==> config.mk <==
export PLATFORM = sky130hd
export DESIGN_NAME = i2c_reg_bank
export DESIGN_NICKNAME = d
export VERILOG_FILES = /design/src/rtl/i2c_reg_bank.sv
export SDC_FILE = /design/constraint.sdc
export NUM_CORES = 1
export LEC_CHECK = 0
export ABC_AREA = 1
export CORE_ASPECT_RATIO = 0.8
export CORE_MARGIN = 2
export CORE_UTILIZATION = 43
export DETAILED_ROUTE_END_ITERATION = 8
export PLACE_DENSITY = 0.77
export SYNTH_ARGS = -nofsm -noshare
export SYNTH_HDL_FRONTEND = slang
export SYNTH_SLANG_ARGS = --single-unit
==> constraint.sdc <==
create_clock -name clk -period 5.1 [get_ports clk]
set_input_delay 0.51 -clock clk [delete_from_list [all_inputs] [get_ports clk]]
set_output_delay 0.51 -clock clk [all_outputs]
set_load 0.03 [all_outputs]
==> src/rtl/i2c_reg_bank.sv <==
// I2C target with NUM_REGS byte registers behind one device address. The first data byte
// after a write address sets the register pointer; later data bytes write or read through it.
module i2c_reg_bank #(
    parameter int         FILTER_LEN = 4,
    parameter logic [6:0] DEV_ADDR   = 7'h70,
    parameter int         NUM_REGS   = 16
) (
    input  logic                  clk,
    input  logic                  rst,
    input  logic                  scl_i,
    output logic                  scl_o,
    output logic                  scl_t,
    input  logic                  sda_i,
    output logic                  sda_o,
    output logic                  sda_t,
    input  logic [8*NUM_REGS-1:0] reg_in,
    input  logic [NUM_REGS-1:0]   reg_latch,
    output logic [8*NUM_REGS-1:0] reg_out,
    output logic                  wr_strobe,
    output logic [7:0]            wr_addr,
    output logic                  rd_strobe,
    output logic [7:0]            rd_addr,
    output logic                  bus_active
);
    typedef enum logic [2:0] {
        IDLE, ADDRESS, ACK, WRITE_1, WRITE_2, READ_1, READ_2, READ_3
    } state_t;

    state_t                state_q, state_d;
    logic [FILTER_LEN-1:0] scl_sr_q, scl_sr_d, sda_sr_q, sda_sr_d;
    logic                  scl_f_q, scl_f_d, sda_f_q, sda_f_d, scl_p_q, sda_p_q;
    logic [2:0]            bit_cnt_q, bit_cnt_d;
    logic [7:0]            shift_q, shift_d, ptr_q, ptr_d;
    logic                  rw_q, rw_d, first_q, first_d;
    logic                  sda_o_q, sda_o_d, bus_active_q, bus_active_d;
    logic                  wr_strobe_q, wr_strobe_d, rd_strobe_q, rd_strobe_d;
    logic [7:0]            wr_addr_q, wr_addr_d, rd_addr_q, rd_addr_d;
    logic [8*NUM_REGS-1:0] regs_q, regs_d;

    logic       scl_rise, scl_fall, sda_rise, sda_fall, start_cond, stop_cond;
    logic [7:0] in_byte, ptr_inc, rd_ptr, rd_data;
    logic       ptr_in_range, commit;

    // A filtered level only moves once the whole sample window agrees.
    always_comb begin
        scl_sr_d = FILTER_LEN'({scl_sr_q, scl_i});
        sda_sr_d = FILTER_LEN'({sda_sr_q, sda_i});
        scl_f_d  = scl_f_q;
        sda_f_d  = sda_f_q;
        if (&scl_sr_q)       scl_f_d = 1'b1;
        else if (~|scl_sr_q) scl_f_d = 1'b0;
        if (&sda_sr_q)       sda_f_d = 1'b1;
        else if (~|sda_sr_q) sda_f_d = 1'b0;
    end

    assign scl_rise   = scl_f_q & ~scl_p_q;
    assign scl_fall   = ~scl_f_q & scl_p_q;
    assign sda_rise   = sda_f_q & ~sda_p_q;
    assign sda_fall   = ~sda_f_q & sda_p_q;
    assign start_cond = sda_fall & scl_f_q;
    assign stop_cond  = sda_rise & scl_f_q;

    // READ_3 prefetches the byte at the incremented pointer for the next read byte.
    always_comb begin
        in_byte      = {shift_q[6:0], sda_f_q};
        ptr_inc      = (ptr_q == 8'(NUM_REGS - 1)) ? 8'd0 : ptr_q + 8'd1;
        ptr_in_range = (int'(ptr_q) < NUM_REGS);
        rd_ptr       = (state_q == READ_3) ? ptr_inc : ptr_q;
        rd_data      = 8'hFF;
        for (int k = 0; k < NUM_REGS; k++) begin
            if (rd_ptr == 8'(k)) rd_data = regs_q[8*k +: 8];
        end
    end

    always_comb begin
        state_d = state_q;
        if (start_cond) begin
            state_d = ADDRESS;
        end else if (stop_cond) begin
            state_d = IDLE;
        end else begin
            case (state_q)
                ADDRESS: if (scl_rise && bit_cnt_q == 3'd0)
                             state_d = (shift_q[6:0] == DEV_ADDR) ? ACK : IDLE;
                ACK:     if (scl_fall) state_d = rw_q ? READ_1 : WRITE_1;
                WRITE_1: if (scl_fall) state_d = WRITE_2;
                WRITE_2: if (scl_rise && bit_cnt_q == 3'd0) state_d = ACK;
                READ_1:  if (scl_fall && bit_cnt_q == 3'd0) state_d = READ_2;
                READ_2:  if (scl_fall) state_d = READ_3;
                READ_3:  if (scl_rise) state_d = sda_f_q ? IDLE : READ_1;
                default: state_d = IDLE;
            endcase
        end
    end

    always_comb begin
        bit_cnt_d    = bit_cnt_q;
        shift_d      = shift_q;
        ptr_d        = ptr_q;
        rw_d         = rw_q;
        first_d      = first_q;
        sda_o_d      = sda_o_q;
        bus_active_d = bus_active_q;
        wr_strobe_d  = 1'b0;
        wr_addr_d    = wr_addr_q;
        rd_strobe_d  = 1'b0;
        rd_addr_d    = rd_addr_q;
        commit       = 1'b0;
        if (start_cond) begin
            bit_cnt_d    = 3'd7;
            sda_o_d      = 1'b1;
            first_d      = 1'b1;
            bus_active_d = 1'b1;
        end else if (stop_cond) begin
            sda_o_d      = 1'b1;
            bus_active_d = 1'b0;
        end else begin
            case (state_q)
                ADDRESS: if (scl_rise) begin
                    shift_d   = in_byte;
                    bit_cnt_d = bit_cnt_q - 3'd1;
                    if (bit_cnt_q == 3'd0) rw_d = sda_f_q;
                end
                ACK: if (scl_fall) begin
                    sda_o_d = 1'b0;
                    if (rw_q) begin
                        shift_d     = rd_data;
                        rd_strobe_d = 1'b1;
                        rd_addr_d   = ptr_q;
                        bit_cnt_d   = 3'd7;
                    end
                end
                WRITE_1: if (scl_fall) begin
                    sda_o_d   = 1'b1;
                    bit_cnt_d = 3'd7;
                end
                WRITE_2: if (scl_rise) begin
                    shift_d   = in_byte;
                    bit_cnt_d = bit_cnt_q - 3'd1;
                    if (bit_cnt_q == 3'd0) begin
                        if (first_q) begin
                            ptr_d   = in_byte;
                            first_d = 1'b0;
                        end else begin
                            // Out-of-range bytes are still acknowledged, just dropped.
                            if (ptr_in_range) begin
                                commit      = 1'b1;
                                wr_strobe_d = 1'b1;
                                wr_addr_d   = ptr_q;
                            end
                            ptr_d = ptr_inc;
                        end
                    end
                end
                READ_1: if (scl_fall) begin
                    sda_o_d   = shift_q[7];
                    shift_d   = {shift_q[6:0], 1'b1};
                    bit_cnt_d = bit_cnt_q - 3'd1;
                end
                READ_2: if (scl_fall) sda_o_d = 1'b1;
                READ_3: if (scl_rise && !sda_f_q) begin
                    ptr_d       = ptr_inc;
                    shift_d     = rd_data;
                    rd_strobe_d = 1'b1;
                    rd_addr_d   = ptr_inc;
                    bit_cnt_d   = 3'd7;
                end
                default: ;
            endcase
        end
    end

    // Host loads apply first so an I2C commit to the same register overrides them.
    always_comb begin
        regs_d = regs_q;
        for (int k = 0; k < NUM_REGS; k++) begin
            if (reg_latch[k]) regs_d[8*k +: 8] = reg_in[8*k +: 8];
            if (commit && ptr_q == 8'(k)) regs_d[8*k +: 8] = in_byte;
        end
    end

    always_ff @(posedge clk or posedge rst) begin
        if (rst) begin
            state_q      <= IDLE;
            scl_sr_q     <= '1;
            sda_sr_q     <= '1;
            scl_f_q      <= 1'b1;
            sda_f_q      <= 1'b1;
            scl_p_q      <= 1'b1;
            sda_p_q      <= 1'b1;
            bit_cnt_q    <= 3'd7;
            shift_q      <= 8'h00;
            ptr_q        <= 8'h00;
            rw_q         <= 1'b0;
            first_q      <= 1'b0;
            sda_o_q      <= 1'b1;
            bus_active_q <= 1'b0;
            wr_strobe_q  <= 1'b0;
            wr_addr_q    <= 8'h00;
            rd_strobe_q  <= 1'b0;
            rd_addr_q    <= 8'h00;
            regs_q       <= '0;
        end else begin
            state_q      <= state_d;
            scl_sr_q     <= scl_sr_d;
            sda_sr_q     <= sda_sr_d;
            scl_f_q      <= scl_f_d;
            sda_f_q      <= sda_f_d;
            scl_p_q      <= scl_f_q;
            sda_p_q      <= sda_f_q;
            bit_cnt_q    <= bit_cnt_d;
            shift_q      <= shift_d;
            ptr_q        <= ptr_d;
            rw_q         <= rw_d;
            first_q      <= first_d;
            sda_o_q      <= sda_o_d;
            bus_active_q <= bus_active_d;
            wr_strobe_q  <= wr_strobe_d;
            wr_addr_q    <= wr_addr_d;
            rd_strobe_q  <= rd_strobe_d;
            rd_addr_q    <= rd_addr_d;
            regs_q       <= regs_d;
        end
    end

    assign scl_o      = 1'b1;
    assign scl_t      = 1'b1;
    assign sda_o      = sda_o_q;
    assign sda_t      = sda_o_q;
    assign reg_out    = regs_q;
    assign wr_strobe  = wr_strobe_q;
    assign wr_addr    = wr_addr_q;
    assign rd_strobe  = rd_strobe_q;
    assign rd_addr    = rd_addr_q;
    assign bus_active = bus_active_q;
endmodule

==> flow_metrics.py <==
metrics = {
    "synth": {
        "synth_area_leaders": "dfrtp_1 (43%), nand3_1 (12%), nand2_1 (7.3%), inv_1 (6.7%), o221ai_1 (6.7%)",
        "syn_area_um2": 9870,
        "synth_cells": 1244,
        "synth_top_cell_by_area": "dfrtp_1",
        "synthMuxAreaShare": 0.00101,
        "ys_types": 38,
        "ys_seq_elements": 184,
        "ys.warnings.count": 0,
        "synthXorXnorAreaFrac": 0.000887,
        "yosys.area_share.simple": 0.260,
        "synth_edf_count": 0,
        "synthArstFlopShare": 1.00,
        "synth_fa_ha_area_frac": 0.00760,
        "synth_top_family_by_area": "simple AND/OR/NAND/NOR gates",
        "ys.flop_type": "dfrtp_1",
        "synth.yosys.seq_area_share": 0.468,
        "synth_compound_area_frac": 0.164,
        "synth_top_area_frac": 0.426,
        "avgSynthCellArea_um2": 7.94,
    },
    "clock_tree": {
        "path_clk_slew_ns": 0.08,
        "cts_sinks": 184,
        "cts-root-buf": "clkbuf_16",
        "cts_tree": "yes",
        "hold_buffers": 0,
        "cts-buffers-inserted": 17,
        "cts_resized": 0,
        "clkLatencyLatePin_ns": 0.45,
        "cts_setup_buffers": 0,
        "ctsHtreeMaxLevel": 4,
        "clock_path_buffers": 2,
    },
    "critical_path": {
        "arrival_ns": 4.12,
        "crit_path_top_delay_cell": "nand4_1",
        "cpPeakStageDelay_ns": 0.78,
        "crit_chain": "inv_1 -> buf_4 -> nor3_1 -> nor2_1 -> inv_1 -> or4_1 -> inv_1 -> nand4_1 -> nand2_1 -> o221ai_1",
        "crit_top_cell": "inv_1",
        "cp_max_fo": 22,
        "worstSetupPathType": "reg -> reg",
        "required_ns": 5.38,
        "start_kind": "flip-flop",
        "setup.worst_path.end_class": "flip-flop",
    },
    "timing": {
        "final_max_slew_viol_count": 0,
        "fin_skew_ns": 0.0108,
        "finalSetupTns_ns": 0,
        "max_slew.worst_pin.slew_ns": 1.03,
        "max_slew_margin": 0.311,
        "period_share": 0.752,
        "clock.fmax_ghz": 0.261,
        "setup_viol": 0,
        "finalCriticalPeriod_ns": 3.84,
        "grt_setup_unrepaired": "no",
        "hold_ws_ns": 0.372,
        "hold_viol": 0,
    },
    "floorplanning": {
        "core-area_um2": 22500,
        "start_util": 0.439,
        "die_w_um": 173,
        "rows": 49,
        "io_pins": 299,
        "dieArea_um2": 24200,
        "die_h_um": 140,
    },
    "final_layout": {
        "final_util": 0.604,
        "area_delta_synth_final_pct": 37.7,
        "diodes": 0,
        "final_layout_size_suffix_gt1_frac": 0.0423,
        "final_common_cell": "clkdlybuf4s50_1",
        "layout_common_cells": "clkdlybuf4s50_1 (296), nand3_1 (227), nand2_1 (192)",
        "nets": 1653,
        "instances_no_fill": 1818,
        "design_area_um2": 13600,
    },
    "placement": {
        "port_buffers": 296,
        "placed_cells_incl_taps": 1786,
        "gp_congestion": 0.974,
        "dpl_cell_area_um2": 13000,
        "post-dp-hpwl_um": 28000,
    },
    "routing": {
        "routedWlPerCell_um": 20.7,
        "drtIter0Drc": 1124,
        "routed_via_density": 5.78,
        "wirelength_um": 37500,
        "num_vias": 10500,
        "drc": 0,
        "dr.pass1.iters": 5,
        "detail-route-antenna-nets": 0,
    },
    "job": {
        "drv_cap": 0,
    },
    "grt": {
        "grt-ovfl-total": 0,
        "grt_max_degree": 185,
        "grt_use_total": 0.309,
        "first_global_vias": 9901,
        "grt_pass1_wl_um": 57700,
        "antenna_found_initial": 0,
    },
    "outcome": {
        "outcome": "complete, no violations",
    },
    "hold_path": {
        "min_path_type": "reg -> reg",
    },
    "power_and_ir_drop": {
        "vdd_drop_max_uv": 214,
        "power_density_nw_per_um2": 331,
        "p_leak_nw": 5.86,
    },
}
==> path summary, 6_finish.rpt <==
| path | from | to | slack [ns] | cells past startpoint |
|---|---|---|---|---|
| min reg2reg | scl_f_q | scl_p_q | 0.37 | 0 |
| min | scl_f_q | scl_p_q | 0.37 | 0 |
| max reg2reg | sda_f_q | reg_out[60] | 1.26 | 10 |
| max | sda_f_q | reg_out[60] | 1.26 | 10 |
| min in group asynchronous | rst | reg_out[126] | 0.66 | 3 |
| max in group asynchronous | rst | reg_out[28] | 3.66 | 3 |
==> worst max-delay path: cells and delay by family (launching register included) <==
kind	cells	cell delay, ns
flip-flops	1	0.40
buffers and inverters	4	1.02
AO/OA/AOI/OAI	1	0.15
AND/OR/NAND/NOR	5	2.08
==> cell families (layout without fill, tap and decap cells) <==
logic type / count (synthesis) / after routing
AND/OR/NAND/NOR: 572 / 572
buffers and inverters: 250 / 517
AO/OA/AOI/OAI: 229 / 229
flip-flops: 184 / 184
adder cells (fa/ha/maj): 6 / 6
other: 1 / 2
XOR/XNOR: 1 / 1
multiplexers: 1 / 1
==> state kept, by name, indices dropped and copies added, names as in the netlist <==
name and count:
bit_cnt_q 3, bus_active 1, first_q 1, ptr_q 8
rd_addr 8, rd_strobe 1, reg_out 128, rw_q 1
scl_f_q 1, scl_p_q 1, scl_sr_q 4, sda_f_q 1
sda_o 1, sda_p_q 1, sda_sr_q 4, shift_q 8
state_q 3, wr_addr 8, wr_strobe 1
==> routing by layer <==
layer	vias up	routed length, um	GRT usage
li1	4836	-	-
met3	64	4030	0.0716
met5	-	0	0
met4	0	789	0.0847
met1	4966	15800	0.433
met2	634	16900	0.484
==> per-stage QoR <==
step / total power, mW / setup slack, ns
finish: 4.50 / 1.26
global route: 4.67 / 1.03
CTS: 4.49 / 1.30
detailed placement: 3.15 / 1.33
global placement: 3.14 / 1.34
floorplan: 2.47 / 2.24
==> Yosys cell counts, drive strengths merged, types with 2 or more instances <==
cell type  number
a2111oi         2
ha              6
a31oi           3
dfrtp         168
clkbuf         39
o22ai           2
o221ai         75
o21ai          47
a21oi          34
nor2           95
nand3         227
a22oi           3
nand4          27
buf            25
nor4            4
nand2         195
clkinv          8
inv           178
o211ai         59
nor3           23
dfstp          16
==> report_power, final <==
group          switching (mW)  internal [mW]
sequential              0.154           1.63
clock                   0.675          0.688
combinational           0.915          0.446
total                    1.74           2.76
==> layout make-up <==
class | count | area (um2)
flip-flops and latches | 184 | 4620
fillers | 2048 | 8900
well taps | 306 | 383
multi-input cells | 811 | 4290
clock buffers | 18 | 450
repair buffers | 299 | 3000
clock inverters | 14 | 151
inverters | 186 | 702
(Power assumes the default switching activity.)
